<file path="config.mk">
export PLATFORM = sky130hd
export DESIGN_NAME = lsu_mem_master
export DESIGN_NICKNAME = d
export VERILOG_FILES = /design/src/rtl/lsu_mem_master.sv
export SDC_FILE = /design/constraint.sdc
export NUM_CORES = 1
export LEC_CHECK = 0
export ABC_AREA = 1
export BUFFER_PORTS_ARGS = -buffer_cell sky130_fd_sc_hd__buf_2
export CAP_MARGIN = 20
export CORE_AREA = 2 2 184 186
export DETAILED_ROUTE_END_ITERATION = 8
export DIE_AREA = 0 0 186 188
export MAX_ROUTING_LAYER = met4
export PLACE_DENSITY = 0.69
export SYNTH_ARGS = -nofsm -noshare
export SYNTH_HDL_FRONTEND = slang
export SYNTH_SLANG_ARGS = --single-unit
</file>
<file path="constraint.sdc">
create_clock -name clk -period 10.4 [get_ports clk]
set_input_delay 2.08 -clock clk [delete_from_list [all_inputs] [get_ports clk]]
set_output_delay 2.08 -clock clk [all_outputs]
set_load 0.02 [all_outputs]
</file>
<file path="src/rtl/lsu_mem_master.sv">
// lsu_mem_master: load/store unit memory initiator.
//
// Accepts one load or store per request handshake, drives the memory bridge
// read or write strobe with 8-byte aligned addresses, waits for mem_ack, and
// returns lane-aligned, size-truncated, extended load data (or a store
// completion) on the response port. One access in flight at a time.
//
// Ports
//   clk, rst                  clock, asynchronous active-high reset
//   req_*                     request from execute (valid/ready)
//   resp_*                    response to writeback (valid/ready)
//   mem_raddr/mem_read        registered read strobe and aligned address
//   mem_waddr/mem_wdata/
//   mem_wmask/mem_write       registered write strobe, lane data and byte mask
//   mem_rdata, mem_ack        memory return data and completion
//   dbg_state                 current FSM state (IDLE=0 READ=1 WRITE=2 RESP=3)
//
// Optional feature: define LSU_TIMEOUT_EN to fault an access that sees no
// mem_ack within TIMEOUT_CYCLES cycles of strobe assertion.
//
// Handshakes: a transfer happens on a rising edge where valid and ready are
// both high; valid and payload stay stable until that edge.
module lsu_mem_master #(
  parameter int unsigned TIMEOUT_CYCLES = 256
) (
  input  logic        clk,
  input  logic        rst,
  input  logic        req_valid,
  output logic        req_ready,
  input  logic        req_wen,
  input  logic [63:0] req_addr,
  input  logic [1:0]  req_size,
  input  logic        req_unsigned,
  input  logic [63:0] req_wdata,
  output logic        resp_valid,
  input  logic        resp_ready,
  output logic [63:0] resp_rdata,
  output logic        resp_fault,
  output logic [63:0] mem_raddr,
  output logic        mem_read,
  output logic [63:0] mem_waddr,
  output logic [63:0] mem_wdata,
  output logic [7:0]  mem_wmask,
  output logic        mem_write,
  input  logic [63:0] mem_rdata,
  input  logic        mem_ack,
  output logic [1:0]  dbg_state
);

  localparam logic [1:0] S_IDLE  = 2'd0;
  localparam logic [1:0] S_READ  = 2'd1;
  localparam logic [1:0] S_WRITE = 2'd2;
  localparam logic [1:0] S_RESP  = 2'd3;

  logic [1:0]  state_q, state_d;
  logic [2:0]  off_q, off_d;
  logic [1:0]  size_q, size_d;
  logic        uns_q, uns_d;
  logic [63:0] resp_rdata_q, resp_rdata_d;
  logic        resp_fault_q, resp_fault_d;
  logic [63:0] mem_raddr_q, mem_raddr_d;
  logic        mem_read_q, mem_read_d;
  logic [63:0] mem_waddr_q, mem_waddr_d;
  logic [63:0] mem_wdata_q, mem_wdata_d;
  logic [7:0]  mem_wmask_q, mem_wmask_d;
  logic        mem_write_q, mem_write_d;
  logic        misaligned;
  logic        timed_out;
  logic [7:0]  size_mask;

  // Pick the addressed lane out of the full doubleword, truncate, extend.
  function automatic logic [63:0] load_ext(input logic [63:0] raw, input logic [2:0] off,
                                           input logic [1:0] sz, input logic uns);
    logic [63:0] s;
    s = raw >> {off, 3'b000};
    case (sz)
      2'd0:    load_ext = uns ? {56'd0, s[7:0]}  : {{56{s[7]}},  s[7:0]};
      2'd1:    load_ext = uns ? {48'd0, s[15:0]} : {{48{s[15]}}, s[15:0]};
      2'd2:    load_ext = uns ? {32'd0, s[31:0]} : {{32{s[31]}}, s[31:0]};
      default: load_ext = s;
    endcase
  endfunction

  always_comb begin
    case (req_size)
      2'd0:    misaligned = 1'b0;
      2'd1:    misaligned = req_addr[0];
      2'd2:    misaligned = |req_addr[1:0];
      default: misaligned = |req_addr[2:0];
    endcase
    case (req_size)
      2'd0:    size_mask = 8'h01;
      2'd1:    size_mask = 8'h03;
      2'd2:    size_mask = 8'h0F;
      default: size_mask = 8'hFF;
    endcase
  end

`ifdef LSU_TIMEOUT_EN
  // Counts strobe cycles; it is zero in IDLE/RESP so every access starts at 0.
  logic [31:0] timer_q, timer_d;
  assign timer_d   = ((state_q == S_READ) || (state_q == S_WRITE)) ? timer_q + 32'd1 : 32'd0;
  assign timed_out = (timer_q == TIMEOUT_CYCLES - 1);
  always_ff @(posedge clk or posedge rst) begin
    if (rst) timer_q <= 32'd0;
    else     timer_q <= timer_d;
  end
`else
  assign timed_out = 1'b0;
`endif

  always_comb begin
    state_d      = state_q;
    off_d        = off_q;
    size_d       = size_q;
    uns_d        = uns_q;
    resp_rdata_d = resp_rdata_q;
    resp_fault_d = resp_fault_q;
    mem_raddr_d  = mem_raddr_q;
    mem_read_d   = mem_read_q;
    mem_waddr_d  = mem_waddr_q;
    mem_wdata_d  = mem_wdata_q;
    mem_wmask_d  = mem_wmask_q;
    mem_write_d  = mem_write_q;
    case (state_q)
      S_IDLE: begin
        if (req_valid) begin
          off_d  = req_addr[2:0];
          size_d = req_size;
          uns_d  = req_unsigned;
          if (misaligned) begin
            state_d      = S_RESP;
            resp_fault_d = 1'b1;
            resp_rdata_d = 64'd0;
          end else if (req_wen) begin
            state_d     = S_WRITE;
            mem_write_d = 1'b1;
            mem_waddr_d = {req_addr[63:3], 3'b000};
            mem_wdata_d = req_wdata << {req_addr[2:0], 3'b000};
            mem_wmask_d = size_mask << req_addr[2:0];
          end else begin
            state_d     = S_READ;
            mem_read_d  = 1'b1;
            mem_raddr_d = {req_addr[63:3], 3'b000};
          end
        end
      end
      S_READ: begin
        if (mem_ack || timed_out) begin
          state_d      = S_RESP;
          mem_read_d   = 1'b0;
          mem_raddr_d  = 64'd0;
          resp_fault_d = !mem_ack;
          resp_rdata_d = mem_ack ? load_ext(mem_rdata, off_q, size_q, uns_q) : 64'd0;
        end
      end
      S_WRITE: begin
        if (mem_ack || timed_out) begin
          state_d      = S_RESP;
          mem_write_d  = 1'b0;
          mem_waddr_d  = 64'd0;
          mem_wdata_d  = 64'd0;
          mem_wmask_d  = 8'd0;
          resp_fault_d = !mem_ack;
          resp_rdata_d = 64'd0;
        end
      end
      default: begin
        if (resp_ready) begin
          state_d      = S_IDLE;
          resp_rdata_d = 64'd0;
          resp_fault_d = 1'b0;
        end
      end
    endcase
  end

  always_ff @(posedge clk or posedge rst) begin
    if (rst) begin
      state_q      <= S_IDLE;
      off_q        <= 3'd0;
      size_q       <= 2'd0;
      uns_q        <= 1'b0;
      resp_rdata_q <= 64'd0;
      resp_fault_q <= 1'b0;
      mem_raddr_q  <= 64'd0;
      mem_read_q   <= 1'b0;
      mem_waddr_q  <= 64'd0;
      mem_wdata_q  <= 64'd0;
      mem_wmask_q  <= 8'd0;
      mem_write_q  <= 1'b0;
    end else begin
      state_q      <= state_d;
      off_q        <= off_d;
      size_q       <= size_d;
      uns_q        <= uns_d;
      resp_rdata_q <= resp_rdata_d;
      resp_fault_q <= resp_fault_d;
      mem_raddr_q  <= mem_raddr_d;
      mem_read_q   <= mem_read_d;
      mem_waddr_q  <= mem_waddr_d;
      mem_wdata_q  <= mem_wdata_d;
      mem_wmask_q  <= mem_wmask_d;
      mem_write_q  <= mem_write_d;
    end
  end

  assign req_ready  = (state_q == S_IDLE);
  assign resp_valid = (state_q == S_RESP);
  assign resp_rdata = resp_rdata_q;
  assign resp_fault = resp_fault_q;
  assign mem_raddr  = mem_raddr_q;
  assign mem_read   = mem_read_q;
  assign mem_waddr  = mem_waddr_q;
  assign mem_wdata  = mem_wdata_q;
  assign mem_wmask  = mem_wmask_q;
  assign mem_write  = mem_write_q;
  assign dbg_state  = state_q;

endmodule

</file>
==> flow_summary.yaml <==
outcome:
  result_of_the_run: "completed"
drt:
  route.top_layer_used: "met4"
  met2_length_mm: 23.69
  dr.pass1.iters: 6
  drt-met1-wl_mm: 20.73
  post_drt_wl_per_cell_um: 18.34
  avgViaCountPerCell: 5.186
  num_vias: 14210
  wirelength_mm: 50.27
  detailroute.wirelength.met3_mm: 3.973
  drt-initial-drc-count: 1267
  detail_route.drc_violations: 0
  final_antenna_net_count: 0
logic_synthesis:
  synthesis.yosys.warnings: 0
  edff_count_synth: 0
  synth_compound_area_share_pct: 15.55
  avgSynthCellArea_um2: 7.389
  post_synth_num_cell_types: 41
  synth.ff_latch_count: 269
  synth_top_family_by_area: "simple AND/OR/NAND/NOR gates"
  yosys.area_share.xor_xnor_pct: 0
  ys_async_sr_fraction_pct: 100.0
  synth_simple_gate_area_share_pct: 27.24
  synth_sequential_area_ratio_pct: 48.41
  syn-cell-area_mm2: 0.01391
  synthesis.instances: 1882
  yosys-mux-area-fraction_pct: 0.2969
  adder_and_majority_cell_fraction_of_the_synthesized_area_pct: 0.4499
  synth-main-ff-cell: "sky130_fd_sc_hd__dfrtp_1"
setup_path:
  critPathLaunchType: "input port"
  ff2ff_setup_slack_ns: 6.86
  end_kind: "register"
  timing.critical_path.required_ns: 10.80
  crit-reg2reg-launch: "dbg_state[1]$_DFFE_PP0P_"
  ff2ff_path_depth: 11
  timing.rr.end: "mem_waddr[54]$_DFFE_PP0P_"
  critical_path.max_fanout: 136
  timing.critical_path.arrival_ns: 5.52
  critPathKind: "in2reg"
timing:
  setup_violations: 0
  timing.final.hold_violations: 0
  final-max-slew-violation-count: 0
  whs_ns: 0.4675
  max-slew-margin-rel_pct: 33.55
  final_period_minus_worst_setup_slack_ns: 5.123
  worst_slew_pin_slew_ns: 0.9967
  fin_crit_sh_pct: 49.26
  upper_clock_frequency_limit_mhz: 195.2
  fin_tns_setup_ns: 0
  grt_setup_unrepaired: "no"
  fin_skew_ns: 0.008804
floorplan:
  core-area_mm2: 0.03311
  die_height_um: 188
  fp-row-count: 67
  io_pins: 472
  die_width_um: 186
  die_area_mm2: 0.03497
  initial_core_utilization_pct: 42.00
cts:
  clockRootBuffer: "sky130_fd_sc_hd__clkbuf_16"
  cts-buffers-inserted: 30
  post_cts_resize_count: 0
  cts.sink_count: 269
  post_cts_hold_buffer_count: 0
  clk_latency_ns: 0.56
  cts_tree: "yes"
  cts.clk_slew.worst_paths_ns: 0.06
  post_cts.repair.setup_buffers: 0
  clockBufferDepth: 3
  cts_htree_levels: 1
layout:
  final_cells: 2741
  multi_input_area_mm2: 0.006080
  syn_to_final_growth_pct: 24.60
  fill_cells: 3298
  finish.net_count: 2475
  final_core_utilization_pct: 52.33
  final_layout_size_suffix_gt1_share_pct: 24.86
  final-seq-area_mm2: 0.006731
hold_path:
  worst_min_path_start: "mem_read$_DFFE_PP0P_"
  min_path_type: "reg2reg"
  whs_endpoint: "mem_read$_DFFE_PP0P_"
  worstHoldPathCells: 2
grt:
  final_global_route_overflow_total: 0
  grt_usage_pct: 29.07
  grt_pass1_wl_mm: 77.06
  grt_pass1_vias: 13590
  initial_antenna_violation_count: 4
  maximum_number_of_pins_on_one_net_before_global_route_repair: 141
placed_design:
  gp_congestion: 0.9919
  io_buffer_count: 465
  detailed_place_hpwl_mm: 35.94
  placed_cells: 2684
pwr:
  ir_worst_vdd_mv: 0.1715
  p_leak_uw: 0.009742
  power_per_cell_area_mw_per_mm2: 336.1
run:
  timing.max_cap.violations: 0
[where the power goes]
part	switching, uW	internal, uW	leakage (uW)
Combinational	2190	834	0.00575
Sequential	254	1490	0.00351
Clock	434	626	0.000485
[how the worst max path moves through the flow]
stage           startpoint                        end  cells past startpoint
4_1_cts        req_addr[0]  mem_waddr[54]$_DFFE_PP0P_                     12
3_5_place_dp   req_addr[0]  mem_wdata[47]$_DFFE_PP0P_                     12
3_3_place_gp   req_addr[0]  mem_wdata[47]$_DFFE_PP0P_                     12
6_report       req_addr[0]  mem_waddr[54]$_DFFE_PP0P_                     12
5_1_grt        req_addr[0]  mem_waddr[58]$_DFFE_PP0P_                     12
2_1_floorplan          rst   dbg_state[0]$_DFFE_PP0P_                      1
[layout make-up]
| class | count | area share, % |
|---|---|---|
| clock inverter | 10 | 0.6788 |
| antenna | 4 | 0.05777 |
| inverter | 125 | 2.766 |
| sequential | 269 | 38.85 |
| clock buffer | 42 | 4.997 |
| tap | 448 | 3.235 |
| multi-input combinational | 1360 | 35.09 |
| timing repair buffer | 483 | 14.33 |
[worst max-delay path: stages]
cell and delay, ns:
sky130_fd_sc_hd__buf_2 0.08, sky130_fd_sc_hd__buf_4 0.47, sky130_fd_sc_hd__inv_2 0.40, sky130_fd_sc_hd__o21ai_2 0.28, sky130_fd_sc_hd__o21ai_2 0.09, sky130_fd_sc_hd__nor2_2 0.13, sky130_fd_sc_hd__nand2_4 0.12, sky130_fd_sc_hd__nand2_8 0.65
sky130_fd_sc_hd__inv_4 0.13, sky130_fd_sc_hd__nand2_2 0.09, sky130_fd_sc_hd__buf_4 0.72, sky130_fd_sc_hd__o21ai_1 0.14
[cells by family after synthesis]
logic type,after synthesis
AOI/OAI and AO/OA,412
buffers and inverters,258
muxes,4
DFF,269
other,1
and+or+nand+nor,933
adders and majority gates,5
[cell usage in the layout (no fill, tap or decap), types with 4 or more instances in the layout]
| cell type | netlist | final |
|---|---|---|
| sky130_fd_sc_hd__nand2_2 | 5 | 6 |
| sky130_fd_sc_hd__o21ai_1 | 98 | 98 |
| sky130_fd_sc_hd__clkbuf_16 | 0 | 30 |
| sky130_fd_sc_hd__o22ai_1 | 15 | 15 |
| sky130_fd_sc_hd__or2_2 | 10 | 10 |
| sky130_fd_sc_hd__nand2_1 | 741 | 740 |
| sky130_fd_sc_hd__o211ai_1 | 19 | 19 |
| sky130_fd_sc_hd__a21oi_1 | 42 | 42 |
| sky130_fd_sc_hd__buf_2 | 46 | 465 |
| sky130_fd_sc_hd__clkinv_2 | 0 | 5 |
| sky130_fd_sc_hd__nand3_1 | 133 | 133 |
| sky130_fd_sc_hd__inv_1 | 116 | 115 |
| sky130_fd_sc_hd__clkbuf_1 | 47 | 5 |
| sky130_fd_sc_hd__ha_1 | 5 | 5 |
| sky130_fd_sc_hd__nor2_1 | 27 | 27 |
| sky130_fd_sc_hd__o21ai_0 | 227 | 227 |
| sky130_fd_sc_hd__clkbuf_8 | 0 | 7 |
| sky130_fd_sc_hd__conb_1 | 1 | 6 |
| sky130_fd_sc_hd__buf_4 | 21 | 17 |
| sky130_fd_sc_hd__dfrtp_1 | 269 | 269 |
| sky130_fd_sc_hd__diode_2 | 0 | 4 |
| sky130_fd_sc_hd__inv_2 | 7 | 7 |
[per-layer routing]
layer	vias to the layer above	track usage (%)
met2	645	46.13
met5	-	-
li1	6833	-
met3	105	4.545
met4	0	9.933
met1	6631	37.89
[through the flow]
step / total power [uW] / instance area (um^2) / setup WS [ns]
after detailed placement: 4764 / 16310 / 4.743
after floorplan: 3793 / 13920 / 0.9097
after global placement: 4710 / 16310 / 4.813
final: 5824 / 17330 / 5.277
after CTS: 5843 / 17290 / 5.343
after global routing: 6242 / 17330 / 4.950
[state kept, by name, summed over array words and instances, names as in the netlist]
signal	flops
mem_write	1
uns_q	1
mem_waddr	61
resp_fault	1
mem_read	1
off_q	3
resp_rdata	64
dbg_state	2
mem_raddr	61
mem_wmask	8
size_q	2
mem_wdata	64
[synth_stat cells, types with 2 or more instances]
master	number	area [um^2]
sky130_fd_sc_hd__a21oi_1	42	210.2
sky130_fd_sc_hd__a31oi_1	2	12.51
sky130_fd_sc_hd__and2_1	3	18.77
sky130_fd_sc_hd__buf_1	17	63.81
sky130_fd_sc_hd__buf_2	46	230.2
sky130_fd_sc_hd__buf_4	21	157.7
sky130_fd_sc_hd__clkbuf_1	47	176.4
sky130_fd_sc_hd__dfrtp_1	269	6731
sky130_fd_sc_hd__ha_1	5	62.56
sky130_fd_sc_hd__inv_1	116	435.4
sky130_fd_sc_hd__inv_2	7	26.28
sky130_fd_sc_hd__mux2i_1	3	30.03
sky130_fd_sc_hd__nand2_1	741	2781
sky130_fd_sc_hd__nand2_2	5	31.28
sky130_fd_sc_hd__nand3_1	133	665.6
sky130_fd_sc_hd__nor2_1	27	101.4
sky130_fd_sc_hd__nor2_2	3	18.77
sky130_fd_sc_hd__nor2_4	3	33.78
sky130_fd_sc_hd__nor3_1	3	15.01
sky130_fd_sc_hd__o211ai_1	19	142.6
sky130_fd_sc_hd__o21a_1	3	22.52
sky130_fd_sc_hd__o21ai_0	227	1136
sky130_fd_sc_hd__o21ai_1	98	490.5
sky130_fd_sc_hd__o21ai_2	2	17.52
sky130_fd_sc_hd__o22ai_1	15	93.84
sky130_fd_sc_hd__or2_2	10	62.56
(Power assumes the default switching activity.)
